[config.mk]
export PLATFORM = sky130hd
export DESIGN_NAME = axi_mdma_seq_flat
export DESIGN_NICKNAME = d
export VERILOG_FILES = /design/src/rtl/axi_mdma_pkg.sv /design/src/rtl/axi_mdma_seq_if.sv /design/src/rtl/axi_mdma_seq.sv /design/src/flat_wrapper.sv
export SDC_FILE = /design/constraint.sdc
export NUM_CORES = 1
export LEC_CHECK = 0
export ABC_AREA = 1
export CORE_MARGIN = 4
export CORE_UTILIZATION = 45
export CTS_BUF_LIST = sky130_fd_sc_hd__clkbuf_2 sky130_fd_sc_hd__clkbuf_4 sky130_fd_sc_hd__clkbuf_8
export CTS_CLUSTER_DIAMETER = 200
export CTS_CLUSTER_SIZE = 12
export DETAILED_ROUTE_END_ITERATION = 7
export PLACE_DENSITY = 0.72
export SLEW_MARGIN = 40
export SYNTH_ARGS = -nofsm -noshare
export SYNTH_HDL_FRONTEND = slang
export SYNTH_SLANG_ARGS = --single-unit
[constraint.sdc]
create_clock -name aclk -period 4.53 [get_ports aclk]
set_clock_uncertainty 0.05 [all_clocks]
set_input_delay 0.906 -clock aclk [delete_from_list [all_inputs] [get_ports aclk]]
set_output_delay 0.906 -clock aclk [all_outputs]
set_load 0.005 [all_outputs]
[src/rtl/axi_mdma_pkg.sv]
// Shared types for the axi_mdma command/report side: AXI response codes and the
// job sequencer state encoding.
package axi_mdma_pkg;

  localparam logic [1:0] RESP_OKAY   = 2'd0;
  localparam logic [1:0] RESP_EXOKAY = 2'd1;
  localparam logic [1:0] RESP_SLVERR = 2'd2;
  localparam logic [1:0] RESP_DECERR = 2'd3;

  typedef enum logic [1:0] {
    StIdle,
    StIssue,
    StDrain,
    StDone
  } seq_state_e;

endpackage

[src/rtl/axi_mdma_seq_if.sv]
// Job, command, report and completion handshakes of the axi_mdma job sequencer.
// The slave modport is the sequencer itself; master is the surrounding environment.
interface axi_mdma_seq_if #(
  parameter int unsigned ADDRESS_BITS    = 32,
  parameter int unsigned LENGTH_BITS     = 16,
  parameter int unsigned JOB_LENGTH_BITS = 32
);

  logic [ADDRESS_BITS-1:0]    job_src_addr;
  logic [ADDRESS_BITS-1:0]    job_dst_addr;
  logic [JOB_LENGTH_BITS-1:0] job_bytes;
  logic                       job_valid;
  logic                       job_ready;

  logic [ADDRESS_BITS-1:0]    cmd_src_addr;
  logic [ADDRESS_BITS-1:0]    cmd_dst_addr;
  logic [LENGTH_BITS-1:0]     cmd_bytes;
  logic                       cmd_valid;
  logic                       cmd_ready;

  logic [LENGTH_BITS-1:0]     rpt_bytes;
  logic [1:0]                 rpt_status;
  logic                       rpt_valid;
  logic                       rpt_ready;

  logic [JOB_LENGTH_BITS-1:0] done_bytes;
  logic [1:0]                 done_status;
  logic                       done_valid;
  logic                       done_ready;

  logic                       busy;

  modport slave (
    input  job_src_addr, job_dst_addr, job_bytes, job_valid,
    output job_ready,
    output cmd_src_addr, cmd_dst_addr, cmd_bytes, cmd_valid,
    input  cmd_ready,
    input  rpt_bytes, rpt_status, rpt_valid,
    output rpt_ready,
    output done_bytes, done_status, done_valid,
    input  done_ready,
    output busy
  );

  modport master (
    output job_src_addr, job_dst_addr, job_bytes, job_valid,
    input  job_ready,
    input  cmd_src_addr, cmd_dst_addr, cmd_bytes, cmd_valid,
    output cmd_ready,
    output rpt_bytes, rpt_status, rpt_valid,
    input  rpt_ready,
    input  done_bytes, done_status, done_valid,
    output done_ready,
    input  busy
  );

endinterface

[src/rtl/axi_mdma_seq.sv]
// Splits one large copy job into axi_mdma commands of at most MAX_CMD_BYTES, keeps up to
// MAX_OUTSTANDING of them in flight and folds the per-command reports into one completion.
module axi_mdma_seq
  import axi_mdma_pkg::*;
#(
  parameter int unsigned ADDRESS_BITS    = 32,
  parameter int unsigned LENGTH_BITS     = 16,
  parameter int unsigned JOB_LENGTH_BITS = 32,
  parameter int unsigned MAX_CMD_BYTES   = 4096,
  parameter int unsigned MAX_OUTSTANDING = 4
) (
  input logic         aclk,
  input logic         aresetn,
  axi_mdma_seq_if.slave bus
);

  localparam int unsigned OutW = $clog2(MAX_OUTSTANDING + 1);
  localparam logic [JOB_LENGTH_BITS-1:0] MaxChunk = JOB_LENGTH_BITS'(MAX_CMD_BYTES);
  localparam logic [OutW-1:0] MaxOut = OutW'(MAX_OUTSTANDING);

  seq_state_e state_q, state_d;

  logic [ADDRESS_BITS-1:0]    src_q, dst_q;
  logic [JOB_LENGTH_BITS-1:0] rem_q, rem_d;
  logic [JOB_LENGTH_BITS-1:0] chunk;
  logic [OutW-1:0]            out_q, out_d;
  logic                       err_q, err_d;
  logic [JOB_LENGTH_BITS-1:0] done_bytes_q;
  logic [1:0]                 done_status_q;

  logic job_ready, cmd_valid, done_valid, rpt_ready;
  logic job_hs, cmd_hs, rpt_hs, done_hs;

  // Command fields come straight from the job registers, so they cannot move while stalled.
  assign chunk     = (rem_q > MaxChunk) ? MaxChunk : rem_q;
  assign rpt_ready = (out_q != '0);

  assign job_hs  = bus.job_valid & job_ready;
  assign cmd_hs  = cmd_valid & bus.cmd_ready;
  assign rpt_hs  = bus.rpt_valid & rpt_ready;
  assign done_hs = done_valid & bus.done_ready;

  always_ff @(posedge aclk or negedge aresetn) begin
    if (!aresetn) begin
      state_q <= StIdle;
    end else begin
      state_q <= state_d;
    end
  end

  always_comb begin
    rem_d = rem_q;
    if (job_hs) begin
      rem_d = bus.job_bytes;
    end else if (cmd_hs) begin
      rem_d = rem_q - chunk;
    end

    out_d = out_q;
    if (cmd_hs && !rpt_hs) begin
      out_d = out_q + 1'b1;
    end else if (!cmd_hs && rpt_hs) begin
      out_d = out_q - 1'b1;
    end

    err_d = err_q;
    if (job_hs) begin
      err_d = 1'b0;
    end else if (rpt_hs && (bus.rpt_status >= RESP_SLVERR)) begin
      err_d = 1'b1;
    end
  end

  always_comb begin
    state_d = state_q;
    unique case (state_q)
      StIdle: begin
        if (job_hs) begin
          state_d = (bus.job_bytes == '0) ? StDone : StIssue;
        end
      end
      StIssue: begin
        // Skip DRAIN when an error report has already retired the last command.
        if ((rem_d == '0) || err_d) begin
          state_d = (out_d == '0) ? StDone : StDrain;
        end
      end
      StDrain: begin
        if (out_d == '0) begin
          state_d = StDone;
        end
      end
      StDone: begin
        if (done_hs) begin
          state_d = StIdle;
        end
      end
      default: state_d = StIdle;
    endcase
  end

  always_comb begin
    job_ready  = 1'b0;
    cmd_valid  = 1'b0;
    done_valid = 1'b0;
    unique case (state_q)
      StIdle:  job_ready  = 1'b1;
      StIssue: cmd_valid  = (out_q < MaxOut) && !err_q;
      StDone:  done_valid = 1'b1;
      default: ;
    endcase
  end

  always_ff @(posedge aclk or negedge aresetn) begin
    if (!aresetn) begin
      src_q         <= '0;
      dst_q         <= '0;
      rem_q         <= '0;
      out_q         <= '0;
      err_q         <= 1'b0;
      done_bytes_q  <= '0;
      done_status_q <= RESP_OKAY;
    end else begin
      rem_q <= rem_d;
      out_q <= out_d;
      err_q <= err_d;
      if (job_hs) begin
        src_q         <= bus.job_src_addr;
        dst_q         <= bus.job_dst_addr;
        done_bytes_q  <= '0;
        done_status_q <= RESP_OKAY;
      end else begin
        if (cmd_hs) begin
          src_q <= src_q + ADDRESS_BITS'(chunk);
          dst_q <= dst_q + ADDRESS_BITS'(chunk);
        end
        if (rpt_hs) begin
          done_bytes_q <= done_bytes_q + JOB_LENGTH_BITS'(bus.rpt_bytes);
          if (bus.rpt_status > done_status_q) begin
            done_status_q <= bus.rpt_status;
          end
        end
      end
    end
  end

  assign bus.job_ready    = job_ready;
  assign bus.cmd_src_addr = src_q;
  assign bus.cmd_dst_addr = dst_q;
  assign bus.cmd_bytes    = LENGTH_BITS'(chunk);
  assign bus.cmd_valid    = cmd_valid;
  assign bus.rpt_ready    = rpt_ready;
  assign bus.done_bytes   = done_bytes_q;
  assign bus.done_status  = done_status_q;
  assign bus.done_valid   = done_valid;
  assign bus.busy         = (state_q != StIdle);

endmodule

[src/flat_wrapper.sv]
// flat-port wrapper written by rule: the top's interface ports become plain ports
module axi_mdma_seq_flat import axi_mdma_pkg::*;
#(
  parameter int unsigned ADDRESS_BITS    = 32,
  parameter int unsigned LENGTH_BITS     = 16,
  parameter int unsigned JOB_LENGTH_BITS = 32,
  parameter int unsigned MAX_CMD_BYTES   = 4096,
  parameter int unsigned MAX_OUTSTANDING = 4
)
  (aclk, aresetn, bus_job_src_addr, bus_job_dst_addr, bus_job_bytes, bus_job_valid, bus_job_ready, bus_cmd_src_addr, bus_cmd_dst_addr, bus_cmd_bytes, bus_cmd_valid, bus_cmd_ready, bus_rpt_bytes, bus_rpt_status, bus_rpt_valid, bus_rpt_ready, bus_done_bytes, bus_done_status, bus_done_valid, bus_done_ready, bus_busy);
  axi_mdma_seq_if #(.ADDRESS_BITS(ADDRESS_BITS), .LENGTH_BITS(LENGTH_BITS), .JOB_LENGTH_BITS(JOB_LENGTH_BITS)) bus_i ();
  input logic aclk;
  input logic aresetn;
  input wire logic [$bits(bus_i.job_src_addr)-1:0] bus_job_src_addr;
  input wire logic [$bits(bus_i.job_dst_addr)-1:0] bus_job_dst_addr;
  input wire logic [$bits(bus_i.job_bytes)-1:0] bus_job_bytes;
  input wire logic [$bits(bus_i.job_valid)-1:0] bus_job_valid;
  output wire logic [$bits(bus_i.job_ready)-1:0] bus_job_ready;
  output wire logic [$bits(bus_i.cmd_src_addr)-1:0] bus_cmd_src_addr;
  output wire logic [$bits(bus_i.cmd_dst_addr)-1:0] bus_cmd_dst_addr;
  output wire logic [$bits(bus_i.cmd_bytes)-1:0] bus_cmd_bytes;
  output wire logic [$bits(bus_i.cmd_valid)-1:0] bus_cmd_valid;
  input wire logic [$bits(bus_i.cmd_ready)-1:0] bus_cmd_ready;
  input wire logic [$bits(bus_i.rpt_bytes)-1:0] bus_rpt_bytes;
  input wire logic [$bits(bus_i.rpt_status)-1:0] bus_rpt_status;
  input wire logic [$bits(bus_i.rpt_valid)-1:0] bus_rpt_valid;
  output wire logic [$bits(bus_i.rpt_ready)-1:0] bus_rpt_ready;
  output wire logic [$bits(bus_i.done_bytes)-1:0] bus_done_bytes;
  output wire logic [$bits(bus_i.done_status)-1:0] bus_done_status;
  output wire logic [$bits(bus_i.done_valid)-1:0] bus_done_valid;
  input wire logic [$bits(bus_i.done_ready)-1:0] bus_done_ready;
  output wire logic [$bits(bus_i.busy)-1:0] bus_busy;
  assign bus_i.job_src_addr = bus_job_src_addr;
  assign bus_i.job_dst_addr = bus_job_dst_addr;
  assign bus_i.job_bytes = bus_job_bytes;
  assign bus_i.job_valid = bus_job_valid;
  assign bus_job_ready = bus_i.job_ready;
  assign bus_cmd_src_addr = bus_i.cmd_src_addr;
  assign bus_cmd_dst_addr = bus_i.cmd_dst_addr;
  assign bus_cmd_bytes = bus_i.cmd_bytes;
  assign bus_cmd_valid = bus_i.cmd_valid;
  assign bus_i.cmd_ready = bus_cmd_ready;
  assign bus_i.rpt_bytes = bus_rpt_bytes;
  assign bus_i.rpt_status = bus_rpt_status;
  assign bus_i.rpt_valid = bus_rpt_valid;
  assign bus_rpt_ready = bus_i.rpt_ready;
  assign bus_done_bytes = bus_i.done_bytes;
  assign bus_done_status = bus_i.done_status;
  assign bus_done_valid = bus_i.done_valid;
  assign bus_i.done_ready = bus_done_ready;
  assign bus_busy = bus_i.busy;
  axi_mdma_seq #(.ADDRESS_BITS(ADDRESS_BITS), .LENGTH_BITS(LENGTH_BITS), .JOB_LENGTH_BITS(JOB_LENGTH_BITS), .MAX_CMD_BYTES(MAX_CMD_BYTES), .MAX_OUTSTANDING(MAX_OUTSTANDING)) u_core (.aclk(aclk), .aresetn(aresetn), .bus(bus_i));
endmodule
==> summary.txt <==
Run
  – Max_cap viols: 0

STA
  – RSZ-0062 raised after global routing: no
  – Setup TNS: 0 ns
  – Period Utilization, post-route: 90.5%
  – Pins Over Slew Limit: 0
  – Final hold vios: 0
  – Minimum clock period: a little over 4 ns
  – Setup-failing EPs final: 0
  – Max Fclk: 244 MHz
  – Worst Tran Pin Value: 0.750 ns
  – Slew headroom: 50.0%

Clock tree
  – Clock transition at the registers of the reported paths: 0.09 ns
  – Root buffer cell: clkbuf_8
  – CTS Sinks: 136
  – Post-CTS repair timing setup buffer count: 0
  – Longest Clk Path Bufs: 2
  – H-tree depth: 4
  – CTS tree: yes
  – TritonCTS Buffers: 17
  – Worst skew pair latency: approximately 0.46 ns

Floorplan
  – Starting density of the core: 46.1%
  – Total die area: 27700 µm²
  – Die H: approximately 170 µm
  – Std-Cell Rows: 57
  – Chip width: 167 µm
  – Num ports: 239
  – Core area: 24500 µm²

Global routing
  – Remaining Overflow, GRT: 0
  – First-pass GRT wire length: between 50 and 60 mm
  – Largest net degree at the start of global routing: 85
  – Number of global-route vias before repair: 11415
  – Initial antenna violation count: 0
  – Gr usage total: approximately a quarter

Placed design
  – IO buf count: roughly 240
  – RePlAce Congestion: slightly above 0.9
  – HPWL Detailed: 27.5 mm
  – DP Area: ~14000 µm²

Detailed routing
  – DR pass1 iterations: 5
  – Vias: approximately 12000
  – DRC violations left: 0
  – Number of DRC markers in iteration 0: 645
  – Vias per cell: 5.26
  – Average wire per standard cell: 15.9 µm
  – Detailed Route WL: 35.6 mm
  – DRT antenna net count: 0

Pwr
  – Static Leak: 7.04 nW
  – Peak supply drop: 307 µV
  – Power Density: 600 nW/µm²
  – Total Power: between 8 and 9 mW

Run status
  – Status: finished, final reports clean

Final layout
  – Final nets: approximately 2100
  – N_diodes: 0
  – Synthesis-to-layout area growth: 29.2%
  – Share of post-route cells with drive strength above 1: 5.21%
  – Fin area: 14600 µm²

Setup path
  – Crit path kind: reg2reg
  – CP required: 4.86 ns
  – Crit start category: flop
  – CP endpoint kind: flop
  – Master of the slowest instance on the critical path: dfrtp_1
  – Crit-path most repeated cell: nand2_1
  – Worst-path cell chain: nor2_2 > nand2_1 > nor2_1 > nand2_2 > nor2_4 > nand2_4 > nor2_1 > ha_1 > inv_1 > fa_1 > o21ai_1 > a21boi_0 > o21ai_0 > nand3_1 > nand2_1 > nand2_1 > nand2_1 > nand2_1 > nand2_1 > nand2_1 > nand2_1 > xor2_1 > nor2_1 > o21ai_0
  – Max stage delay on crit path: about 0.44 ns
  – Buf/Inv on CP: 1
  – WP data arrival: 4.42 ns
  – Crit-path max FO: 15
  – Crit path max-delay family: simple AND/OR/NAND/NOR gates

Logic synthesis
  – Syn_area_per_cell: 6.86 µm²
  – Register bit total from synthesis: 136
  – Cells after Synth: 1649
  – Post-synthesis cell type count: 54
  – Register area share after synthesis: between 30 and 40%
  – Yosys warns: 0
  – Post-synthesis instance area: 11300 µm²

Hold path
  – Worst hold path class: in2async
## cell families (layout without fill, tap and decap cells)
family / count (synthesis) / in the layout / synth area share [%]
AOI/OAI and AO/OA: 388 / 388 / 19.0
other: 2 / 40 / 0.0664
adders and majority gates: 91 / 91 / 10.3
buffers and inverters: 249 / 483 / 8.51
xor gates and xnor gates: 57 / 57 / 4.41
DFF: 136 / 136 / 30.1
and+or+nand+nor: 726 / 726 / 27.7
## power breakdown
part / switching (mW) / leakage [nW] / internal, mW
clock network: 0.522 / 0.232 / 0.707
logic: 3.05 / 5.13 / 2.23
registers: 0.519 / 1.68 / 1.74
total: 4.09 / 7.04 / 4.68
## cell usage after synthesis (all sizes together)
library cell  number  area, µm²
or2               15       93.8
inv              200        751
nor3              24        120
nor4              15       93.8
o221a              2       22.5
a221oi             2       17.5
a32o               1       10.0
o21ai            179        903
o22ai              3       18.8
nand3             70        385
o211ai             7       52.6
a21o               7       52.6
nand4             23        165
and2               2       12.5
o31ai              5       37.5
xor2              49        429
nand2            375       1460
a31oi             16        100
o21bai             3       22.5
xnor2              8       70.1
fa                 3       60.1
a21boi             3       22.5
nand3b             3       22.5
dfrtp            136       3400
a21oi            132        664
a2111oi            1       8.76
clkbuf            35        131
conb               2       7.51
nor2             198        768
a211oi             2       15.0
buf               10       66.3
ha                88       1100
o2111ai            2       17.5
o221ai             9       78.8
clkinv             4       15.0
and3               1       6.26
a22o               1       8.76
o21a              13       97.6
## repair_timing
item | 4_1_cts | 5_1_grt
resized for setup | 0 | 8
endpoints found under the setup margin | 0 | 9
hold buffers | 0 | 0
## sequential cells by signal, indices dropped and copies added (netlist names)
| signal | flops |
|---|---|
| u_core.err_q | 1 |
| u_core.state_q | 2 |
| u_core.bus.cmd_dst_addr | 32 |
| u_core.rem_q | 32 |
| u_core.out_q | 3 |
| u_core.bus.done_status | 2 |
| u_core.bus.done_bytes | 32 |
| u_core.bus.cmd_src_addr | 32 |
## worst register-to-register path, delay by kind of cell (launching register included)
kind,cells,cell delay [ns]
simple gates,16,1.73
xor+xnor,1,0.14
fa+ha+maj,2,0.62
compound gates,4,0.97
buf+inv,1,0.06
flops,1,0.44
## routing by layer
layer  up-vias  GRT usage, %  share of wire, %  routed length (µm)
met5         -             0                 0                   0
met4         0          6.01               1.9                 668
met3        38          5.05               5.9                2100
met2       334          42.3                47               16900
met1      5470          33.5                45               16000
li1       5974             -                 -                   -
## through the flow
stage | hold slack, ns | util [%] | cells | setup slack (ns)
finish | 0.428 | 59.6 | 2245 | 0.433
global route | 0.475 | 59.6 | 2245 | 0.0250
floorplan | 0.430 | - | 1687 | 0.614
global placement | 0.447 | 57.6 | 2214 | 0.471
detailed placement | 0.447 | 57.6 | 2214 | 0.236
CTS | 0.470 | 59.6 | 2245 | 0.227
## layout make-up
class | instances | area [µm²]
well taps | 324 | 405
clock inverters | 10 | 191
repair buffers | 248 | 2470
fillers | 2276 | 9910
clock buffers | 21 | 283
inverters | 204 | 766
multi-input cells | 1302 | 7110
flip-flops and latches | 136 | 3400
## layout by cell type, fill, tap and decap left out, types with 12 or more instances in the layout
cell type,instances
ha_1,88
inv_1,195
a21oi_1,131
xor2_1,49
o21a_1,13
o21ai_0,161
nand4_1,21
buf_4,12
or2_2,14
clkbuf_8,21
nand2_1,361
nor4_1,15
o21ai_1,16
nor2_1,190
clkdlybuf4s50_1,234
nor3_1,24
a31oi_1,16
conb_1,40
dfrtp_1,136
nand3_1,63
## path summary, 6_finish.rpt
check / startpoint / to / slack (ns) / cells past startpoint
worst max-delay path: u_core.rem_q[27]$_DFF_PN0_ / u_core.bus.cmd_dst_addr[22]$_DFFE_PN0P_ / 0.43 / 24
worst min-delay path: aresetn / u_core.bus.done_bytes[10]$_DFFE_PN0P_ / 0.43 / 1
worst max register to register: u_core.rem_q[27]$_DFF_PN0_ / u_core.bus.cmd_dst_addr[22]$_DFFE_PN0P_ / 0.43 / 24
worst min register to register: u_core.bus.done_bytes[11]$_DFFE_PN0P_ / u_core.bus.done_bytes[11]$_DFFE_PN0P_ / 0.47 / 2
max in group asynchronous: aresetn / u_core.rem_q[15]$_DFF_PN0_ / 3.10 / 2
min in group aclk: u_core.bus.done_bytes[11]$_DFFE_PN0P_ / u_core.bus.done_bytes[11]$_DFFE_PN0P_ / 0.47 / 2
Note: power is estimated with default switching activity, not from simulation.
